===== config.mk =====
export PLATFORM = sky130hd
export DESIGN_NAME = multiply_mant_iter
export DESIGN_NICKNAME = d
export VERILOG_FILES = /design/src/rtl/mult_pkg.sv /design/src/rtl/mult_step.sv /design/src/rtl/multiply_mant_iter.sv
export SDC_FILE = /design/constraint.sdc
export NUM_CORES = 1
export LEC_CHECK = 0
export CORE_MARGIN = 4
export CORE_UTILIZATION = 65
export CTS_CLUSTER_DIAMETER = 200
export DETAILED_ROUTE_END_ITERATION = 16
export DONT_BUFFER_PORTS = 1
export GPL_ROUTABILITY_DRIVEN = 0
export HOLD_SLACK_MARGIN = 0.1
export PLACE_DENSITY_LB_ADDON = 0.1
export SYNTH_ARGS = -nofsm -noshare
export SYNTH_HDL_FRONTEND = slang
export SYNTH_SLANG_ARGS = --single-unit
export TNS_END_PERCENT = 5

===== constraint.sdc =====
create_clock -name clock -period 13.2 [get_ports clock]
set_input_delay 1.98 -clock clock [delete_from_list [all_inputs] [get_ports clock]]
set_output_delay 1.98 -clock clock [all_outputs]
set_load 0.05 [all_outputs]

===== src/rtl/mult_pkg.sv =====
// Shared definitions for the iterative mantissa multiplier: operand field layout,
// FSM encoding and the idle marker carried alongside each operation.
package mult_pkg;

    localparam int SIGN_BIT = 32;
    localparam int EXP_MSB  = 31;
    localparam int EXP_LSB  = 24;
    localparam int MANT_W   = 24;
    localparam int PROD_W   = 50;

    // Exponent forced onto a zero product so the normaliser sees the smallest exponent
    localparam logic [7:0] ZERO_EXP = 8'h82;

    typedef enum logic [1:0] {
        S_IDLE = 2'd0,
        S_CALC = 2'd1,
        S_DONE = 2'd2
    } state_t;

    typedef enum logic {
        NO_IDLE  = 1'b0,
        PUT_IDLE = 1'b1
    } idle_t;

endpackage


===== src/rtl/mult_step.sv =====
// One shift-add iteration: adds mant_a times a multiplier digit, shifted into
// position, to the running accumulator.
module mult_step #(
    parameter int BITS_PER_CYCLE = 2,
    parameter int MANT_W         = 24,
    parameter int ACC_W          = 48,
    parameter int SHIFT_W        = 6
) (
    input  logic [ACC_W-1:0]          acc_in,
    input  logic [MANT_W-1:0]         mant_a,
    input  logic [BITS_PER_CYCLE-1:0] digit,
    input  logic [SHIFT_W-1:0]        shift,
    output logic [ACC_W-1:0]          acc_out
);

    logic [ACC_W-1:0] terms [BITS_PER_CYCLE];
    logic [ACC_W-1:0] partial;

    // One gated, pre-shifted copy of mant_a per multiplier bit in the digit
    for (genvar gi = 0; gi < BITS_PER_CYCLE; gi++) begin : g_term
        assign terms[gi] = digit[gi] ? (ACC_W'(mant_a) << gi) : '0;
    end

    always_comb begin
        partial = '0;
        for (int i = 0; i < BITS_PER_CYCLE; i++) begin
            partial = partial + terms[i];
        end
        acc_out = acc_in + (partial << shift);
    end

endmodule


===== src/rtl/multiply_mant_iter.sv =====
// Iterative floating-point multiply stage: captures two unpacked operands, forms the
// unnormalised 48-bit mantissa product over ITER cycles and holds it for downstream.
module multiply_mant_iter
    import mult_pkg::*;
#(
    parameter int BITS_PER_CYCLE = 2
) (
    input  logic                clock,
    input  logic                reset_n,
    input  logic                in_valid,
    output logic                in_ready,
    input  logic [32:0]         aout_Unpack,
    input  logic [32:0]         bout_Unpack,
    input  logic [7:0]          InsTagUnpack,
    input  logic                ScaleValidUnpack,
    input  logic [31:0]         z_Unpack,
    input  logic                idle_Unpack,
    output logic                out_valid,
    input  logic                out_ready,
    output logic [32:0]         zout_Multiply,
    output logic [PROD_W-1:0]   productout_Multiply,
    output logic [7:0]          InsTagMultiply,
    output logic                ScaleValidMultiply,
    output logic [31:0]         z_Multiply,
    output logic                idle_Multiply
);

    localparam int ITER    = MANT_W / BITS_PER_CYCLE;
    localparam int CNT_W   = $clog2(ITER);
    localparam int ACC_W   = 2 * MANT_W;
    localparam int SHIFT_W = 6;

    state_t              state_reg, state_next;
    logic [CNT_W-1:0]    iter_reg;
    logic [MANT_W-1:0]   mant_a_reg;
    logic [MANT_W-1:0]   mult_reg;
    logic [ACC_W-1:0]    acc_reg;
    logic [ACC_W-1:0]    acc_next;
    logic [32:0]         zout_reg;
    logic [7:0]          tag_reg;
    logic                scale_reg;
    logic [31:0]         z_reg;
    idle_t               idle_reg;

    logic                accept;
    logic                sign_calc;
    logic [7:0]          exp_calc;
    logic                zero_op;
    logic [SHIFT_W-1:0]  shift;

    assign accept    = in_valid && (state_reg == S_IDLE);
    assign sign_calc = aout_Unpack[SIGN_BIT] ^ bout_Unpack[SIGN_BIT];
    // The +1 assumes the product MSB lands at bit 49; the normaliser undoes it otherwise
    assign exp_calc  = aout_Unpack[EXP_MSB:EXP_LSB] + bout_Unpack[EXP_MSB:EXP_LSB] + 8'd1;
    assign zero_op   = (aout_Unpack[MANT_W-1:0] == '0) || (bout_Unpack[MANT_W-1:0] == '0);
    assign shift     = SHIFT_W'(iter_reg) * SHIFT_W'(BITS_PER_CYCLE);

    mult_step #(
        .BITS_PER_CYCLE (BITS_PER_CYCLE),
        .MANT_W         (MANT_W),
        .ACC_W          (ACC_W),
        .SHIFT_W        (SHIFT_W)
    ) u_step (
        .acc_in  (acc_reg),
        .mant_a  (mant_a_reg),
        .digit   (mult_reg[BITS_PER_CYCLE-1:0]),
        .shift   (shift),
        .acc_out (acc_next)
    );

    always_comb begin
        state_next = state_reg;
        unique case (state_reg)
            S_IDLE: begin
                if (in_valid) begin
                    state_next = (idle_Unpack || zero_op) ? S_DONE : S_CALC;
                end
            end
            S_CALC: begin
                if (iter_reg == CNT_W'(ITER - 1)) begin
                    state_next = S_DONE;
                end
            end
            S_DONE: begin
                if (out_ready) begin
                    state_next = S_IDLE;
                end
            end
            default: state_next = S_IDLE;
        endcase
    end

    always_ff @(posedge clock or negedge reset_n) begin
        if (!reset_n) begin
            state_reg  <= S_IDLE;
            iter_reg   <= '0;
            mant_a_reg <= '0;
            mult_reg   <= '0;
            acc_reg    <= '0;
            zout_reg   <= '0;
            tag_reg    <= '0;
            scale_reg  <= 1'b0;
            z_reg      <= '0;
            idle_reg   <= NO_IDLE;
        end else begin
            state_reg <= state_next;
            if (accept) begin
                tag_reg    <= InsTagUnpack;
                scale_reg  <= ScaleValidUnpack;
                z_reg      <= z_Unpack;
                idle_reg   <= idle_Unpack ? PUT_IDLE : NO_IDLE;
                mant_a_reg <= aout_Unpack[MANT_W-1:0];
                mult_reg   <= bout_Unpack[MANT_W-1:0];
                acc_reg    <= '0;
                iter_reg   <= '0;
                if (idle_Unpack) begin
                    zout_reg <= aout_Unpack;
                end else if (zero_op) begin
                    zout_reg <= {sign_calc, ZERO_EXP, {MANT_W{1'b0}}};
                end else begin
                    zout_reg <= {sign_calc, exp_calc, {MANT_W{1'b0}}};
                end
            end else if (state_reg == S_CALC) begin
                acc_reg  <= acc_next;
                mult_reg <= mult_reg >> BITS_PER_CYCLE;
                iter_reg <= iter_reg + 1'b1;
            end
        end
    end

    assign in_ready            = (state_reg == S_IDLE);
    assign out_valid           = (state_reg == S_DONE);
    assign zout_Multiply       = zout_reg;
    assign productout_Multiply = {acc_reg, 2'b00};
    assign InsTagMultiply      = tag_reg;
    assign ScaleValidMultiply  = scale_reg;
    assign z_Multiply          = z_reg;
    // Downstream samples every cycle, so anything not yet valid must read as idle
    assign idle_Multiply       = (idle_reg == PUT_IDLE) || !out_valid;

endmodule


==> out/summary.md <==
After the first detailed-routing iteration, the DRC count stood at 1037. The global routing usage summed across all routing layers came out at 30.2%. STA puts the critical path data arrival time at 7110 ps. The final count of pins violating max slew is 0, and the flip-flop count of the largest register, all copies and words added is 48. The minimum period implied by the final worst setup slack was 6820 ps; the count of fill cells added during filler insertion was 1638. The detail route stage leaves a number of antenna-violating nets equal to 0. Counting flops and latches in the post-synthesis netlist gives 177. The floorplan step set the die height to 148 µm. Cells with a size suffix above 1 make up 4.96% of the layout. The top-level I/O count was 239; the count of yosys warnings during synthesis was 0. The logs give 34.6% for the part of the Yosys area used for sequential elements and 22000 µm² for the full die area. In this run the core area contains 51 standard-cell rows.

For the via total after detailed routing, the log shows 11400. Entering global routing, the biggest net connects 178 pins. 0 antenna diodes ended up in the layout. In this run the cell area measured after placement is 12900 µm².

The most used flip-flop cell after synthesis is sky130_fd_sc_hd__dfrtp_1. Number of buffers added on ports: 0. Setup repair after global routing left no endpoint under its margin.

Once the clock tree was built, the setup fixing pass inserted 0 buffers. The synthesized design contains 0 enable-type register cells. For the pin with the worst max-slew slack, the measured transition is 1160 ps.

Summed over all layers, the global routing overflow is 0. Once the floorplan was initialized, standard cells occupied 66.0% of the core. The total count of hold-check failures in the final report is 0. Overall die width: 148 µm. The run gives 6 as the detailed-routing iteration count for the pre-antenna-repair pass. Summed over all failing endpoints, the final setup total negative slack is 0 ps. The run finished with clean final reports.

The tree built by TritonCTS fans out to 177 sinks. The longest clock path from root to sink contains 2 buffers. The depth of the CTS H-tree is 4. The region available for standard cell placement spans 19400 µm². From synthesis to final layout, the design area changed by 5.37%. Cells fill 69.6% of the core in the end. The register clock-pin slew on the reported worst setup and hold paths came out at 80 ps. The tool flagged a number of max-cap violations equal to 0. Counting distinct cell types in the post-synthesis netlist gives 78.

Dividing the detail-routed wire length by the instance count gives 18.6 µm. The class of the tightest hold or removal check is flip-flop to flip-flop. The run gives 1624 as the post-synthesis instance total. The final-stage net count was 1760. The final design instance area without fill is 13500 µm². The number of endpoints failing setup at the final stage came out at 0. The worst path uses 51.7% of the clock period.

The run gives 25000 µm as the HPWL reported at the end of detailed placement. In this run, post-CTS repair resized a total of 0 instances. The logs give 0 for the number of antenna violations at the first check in global routing and 0 for the remaining routing DRC violations. The post-cts hold buffer count was 0; the source-to-sink clock delay at the later pin of the worst-skew pair was 440 ps. The mapped netlist covers 12800 µm².

The run gives 22.4% as the remaining max-slew budget at the tightest pin. By startpoint and endpoint, the worst setup path is classified as flip-flop to flip-flop. The root buffer cell chosen for the clock tree is sky130_fd_sc_hd__clkbuf_16. In the routed layout, each cell is associated on average with a via count of 6.23.

The endpoint class of the critical path was a flip-flop. The number of buffers created by CTS was 17. TritonCTS built the clock tree.

The clock arrives with 16.6 ps of skew. Along the worst path, the maximum fanout reaches 28. Static timing analysis puts the maximum clock frequency at 147 MHz.

The first global-routing pass estimated 54600 µm of wire. The average cell area after synthesis was 7.89 µm². The detailed-route wire length came out at 34100 µm. The logs give 10900 for the number of global-route vias before repair and 479 ps for the final hold slack.

The startpoint type of the worst setup path was a flip-flop. Data on the critical path is required at its endpoint by 13490 ps. The proportion of synthesized flip-flops having asynchronous set or reset was 100%.
synthesized netlist by cell type (all sizes together), types with 3 or more instances:
| library cell | instances | area share (%) |
|---|---|---|
| mux2 | 11 | 0.97 |
| nand4 | 14 | 0.73 |
| clkbuf | 73 | 2.1 |
| o21a | 10 | 0.59 |
| a21oi | 95 | 3.8 |
| a221oi | 10 | 0.78 |
| fa | 3 | 0.47 |
| or4 | 3 | 0.18 |
| ha | 87 | 8.5 |
| a31oi | 12 | 0.59 |
| a21o | 47 | 2.8 |
| nand2 | 434 | 13 |
| o31ai | 6 | 0.39 |
| buf | 21 | 0.78 |
| a22o | 7 | 0.48 |
| o22ai | 16 | 0.78 |
| o21bai | 9 | 0.53 |
| nand3 | 63 | 2.5 |
| nor4 | 14 | 0.68 |
| xor2 | 34 | 2.3 |
| and4 | 3 | 0.21 |
| nand2b | 11 | 0.54 |
| and2 | 58 | 2.8 |
| nor2b | 5 | 0.24 |
| and3 | 5 | 0.24 |
| nor3 | 7 | 0.27 |
| dfrtp | 177 | 35 |
| nor2 | 74 | 2.2 |
| or2 | 5 | 0.24 |
| o211ai | 12 | 0.78 |
| a211oi | 11 | 0.64 |
| o21ai | 137 | 5.4 |
| o22a | 3 | 0.21 |
| mux2i | 16 | 1.2 |
| inv | 32 | 0.94 |
| xnor2 | 34 | 2.3 |
| a22oi | 26 | 1.5 |
worst paths after layout:
kind	start	end	slack (ps)	cells past startpoint
hold reg to reg	mult_reg[17]$_DFFE_PN0P_	mult_reg[17]$_DFFE_PN0P_	480	2
hold / removal	mult_reg[17]$_DFFE_PN0P_	mult_reg[17]$_DFFE_PN0P_	480	2
min in group asynchronous	reset_n	acc_reg[5]$_DFFE_PN0P_	1220	0
setup / recovery	mult_reg[0]$_DFFE_PN0P_	acc_reg[42]$_DFFE_PN0P_	6380	26
setup reg to reg	mult_reg[0]$_DFFE_PN0P_	acc_reg[42]$_DFFE_PN0P_	6380	26
max in group asynchronous	reset_n	zout_Multiply[14]$_DFFE_PN0P_	11560	0
through the flow:
stage | instances | setup WS (ps)
4_1_cts | 1836 | 6480
3_3_place_gp | 1804 | 6830
6_report | 1836 | 6380
2_1_floorplan | 1625 | 7650
5_1_grt | 1836 | 5870
3_5_place_dp | 1804 | 6500
cell type report:
class | count | area [µm²] | share of cell area, %
flip-flops and latches | 177 | 4430 | 32.8
clock buffers | 17 | 425 | 3.15
well taps | 265 | 332 | 2.46
multi-input cells | 1322 | 7910 | 58.6
inverters | 32 | 120 | 0.890
repair buffers | 8 | 60.1 | 0.445
clock inverters | 15 | 223 | 1.65
metal layers:
metal  global-route usage, %  part of all wire [%]  vias up  wire length [µm]
met2                    49.3                    47      448             16100
li1                        -                     -     5539                 -
met3                    7.01                   8.0       79              2720
met4                    11.4                   3.2        0              1100
met1                    39.5                    41     5365             14100
met5                       0                     0        -                 0
cells in the final DEF (no fill, tap or decap), types with 10 or more instances in the layout:
master	instances
sky130_fd_sc_hd__o22ai_1	16
sky130_fd_sc_hd__inv_1	30
sky130_fd_sc_hd__a22oi_1	26
sky130_fd_sc_hd__mux2i_1	16
sky130_fd_sc_hd__xor2_1	34
sky130_fd_sc_hd__and2_1	57
sky130_fd_sc_hd__a21o_1	47
sky130_fd_sc_hd__nand2_1	433
sky130_fd_sc_hd__nor4_1	14
sky130_fd_sc_hd__nand2b_1	10
sky130_fd_sc_hd__xnor2_1	34
sky130_fd_sc_hd__nand4_1	13
sky130_fd_sc_hd__o211ai_1	10
sky130_fd_sc_hd__nand3_1	62
sky130_fd_sc_hd__a21oi_1	93
sky130_fd_sc_hd__a31oi_1	12
sky130_fd_sc_hd__ha_1	87
sky130_fd_sc_hd__o21ai_0	127
sky130_fd_sc_hd__a211oi_1	11
sky130_fd_sc_hd__nor2_1	73
sky130_fd_sc_hd__mux2_2	11
sky130_fd_sc_hd__dfrtp_1	177
sky130_fd_sc_hd__o21a_1	10
sky130_fd_sc_hd__clkbuf_16	17
cell families (layout without fill, tap and decap cells):
| logic type | count (synthesis) | in the layout | synth area share (%) |
|---|---|---|---|
| other | 1 | 2 | 0.0293 |
| and+or+nand+nor | 703 | 703 | 24.0 |
| AOI/OAI and AO/OA | 431 | 431 | 21.5 |
| adders and majority gates | 90 | 90 | 8.96 |
| xor gates and xnor gates | 68 | 68 | 4.65 |
| DFF | 177 | 177 | 34.6 |
| buffers and inverters | 126 | 72 | 3.87 |
| muxes | 28 | 28 | 2.39 |
worst max-delay path: stages (launching register included):
cell,delay (ps)
sky130_fd_sc_hd__dfrtp_1,770
sky130_fd_sc_hd__and2_1,220
sky130_fd_sc_hd__ha_1,160
sky130_fd_sc_hd__inv_1,60
sky130_fd_sc_hd__fa_1,400
sky130_fd_sc_hd__nand2b_1,190
sky130_fd_sc_hd__a21o_1,210
sky130_fd_sc_hd__o21ai_0,310
sky130_fd_sc_hd__o21ai_1,190
sky130_fd_sc_hd__o21ai_1,260
sky130_fd_sc_hd__xor2_1,210
sky130_fd_sc_hd__inv_1,50
sky130_fd_sc_hd__mux4_2,470
sky130_fd_sc_hd__o21ai_0,260
sky130_fd_sc_hd__o2bb2ai_1,180
sky130_fd_sc_hd__ha_1,300
sky130_fd_sc_hd__a21oi_1,210
sky130_fd_sc_hd__o21ai_0,160
sky130_fd_sc_hd__a221oi_1,370
sky130_fd_sc_hd__o21ai_0,140
sky130_fd_sc_hd__a221o_1,330
sky130_fd_sc_hd__a21oi_1,280
sky130_fd_sc_hd__o21ai_1,270
sky130_fd_sc_hd__a31oi_1,270
sky130_fd_sc_hd__o21ai_0,160
sky130_fd_sc_hd__xnor2_1,160
sky130_fd_sc_hd__o21ai_0,90
Power is left out: the tool's default activity adds up to more than one toggle a clock period on the data nets, which glitch-free logic cannot reach.
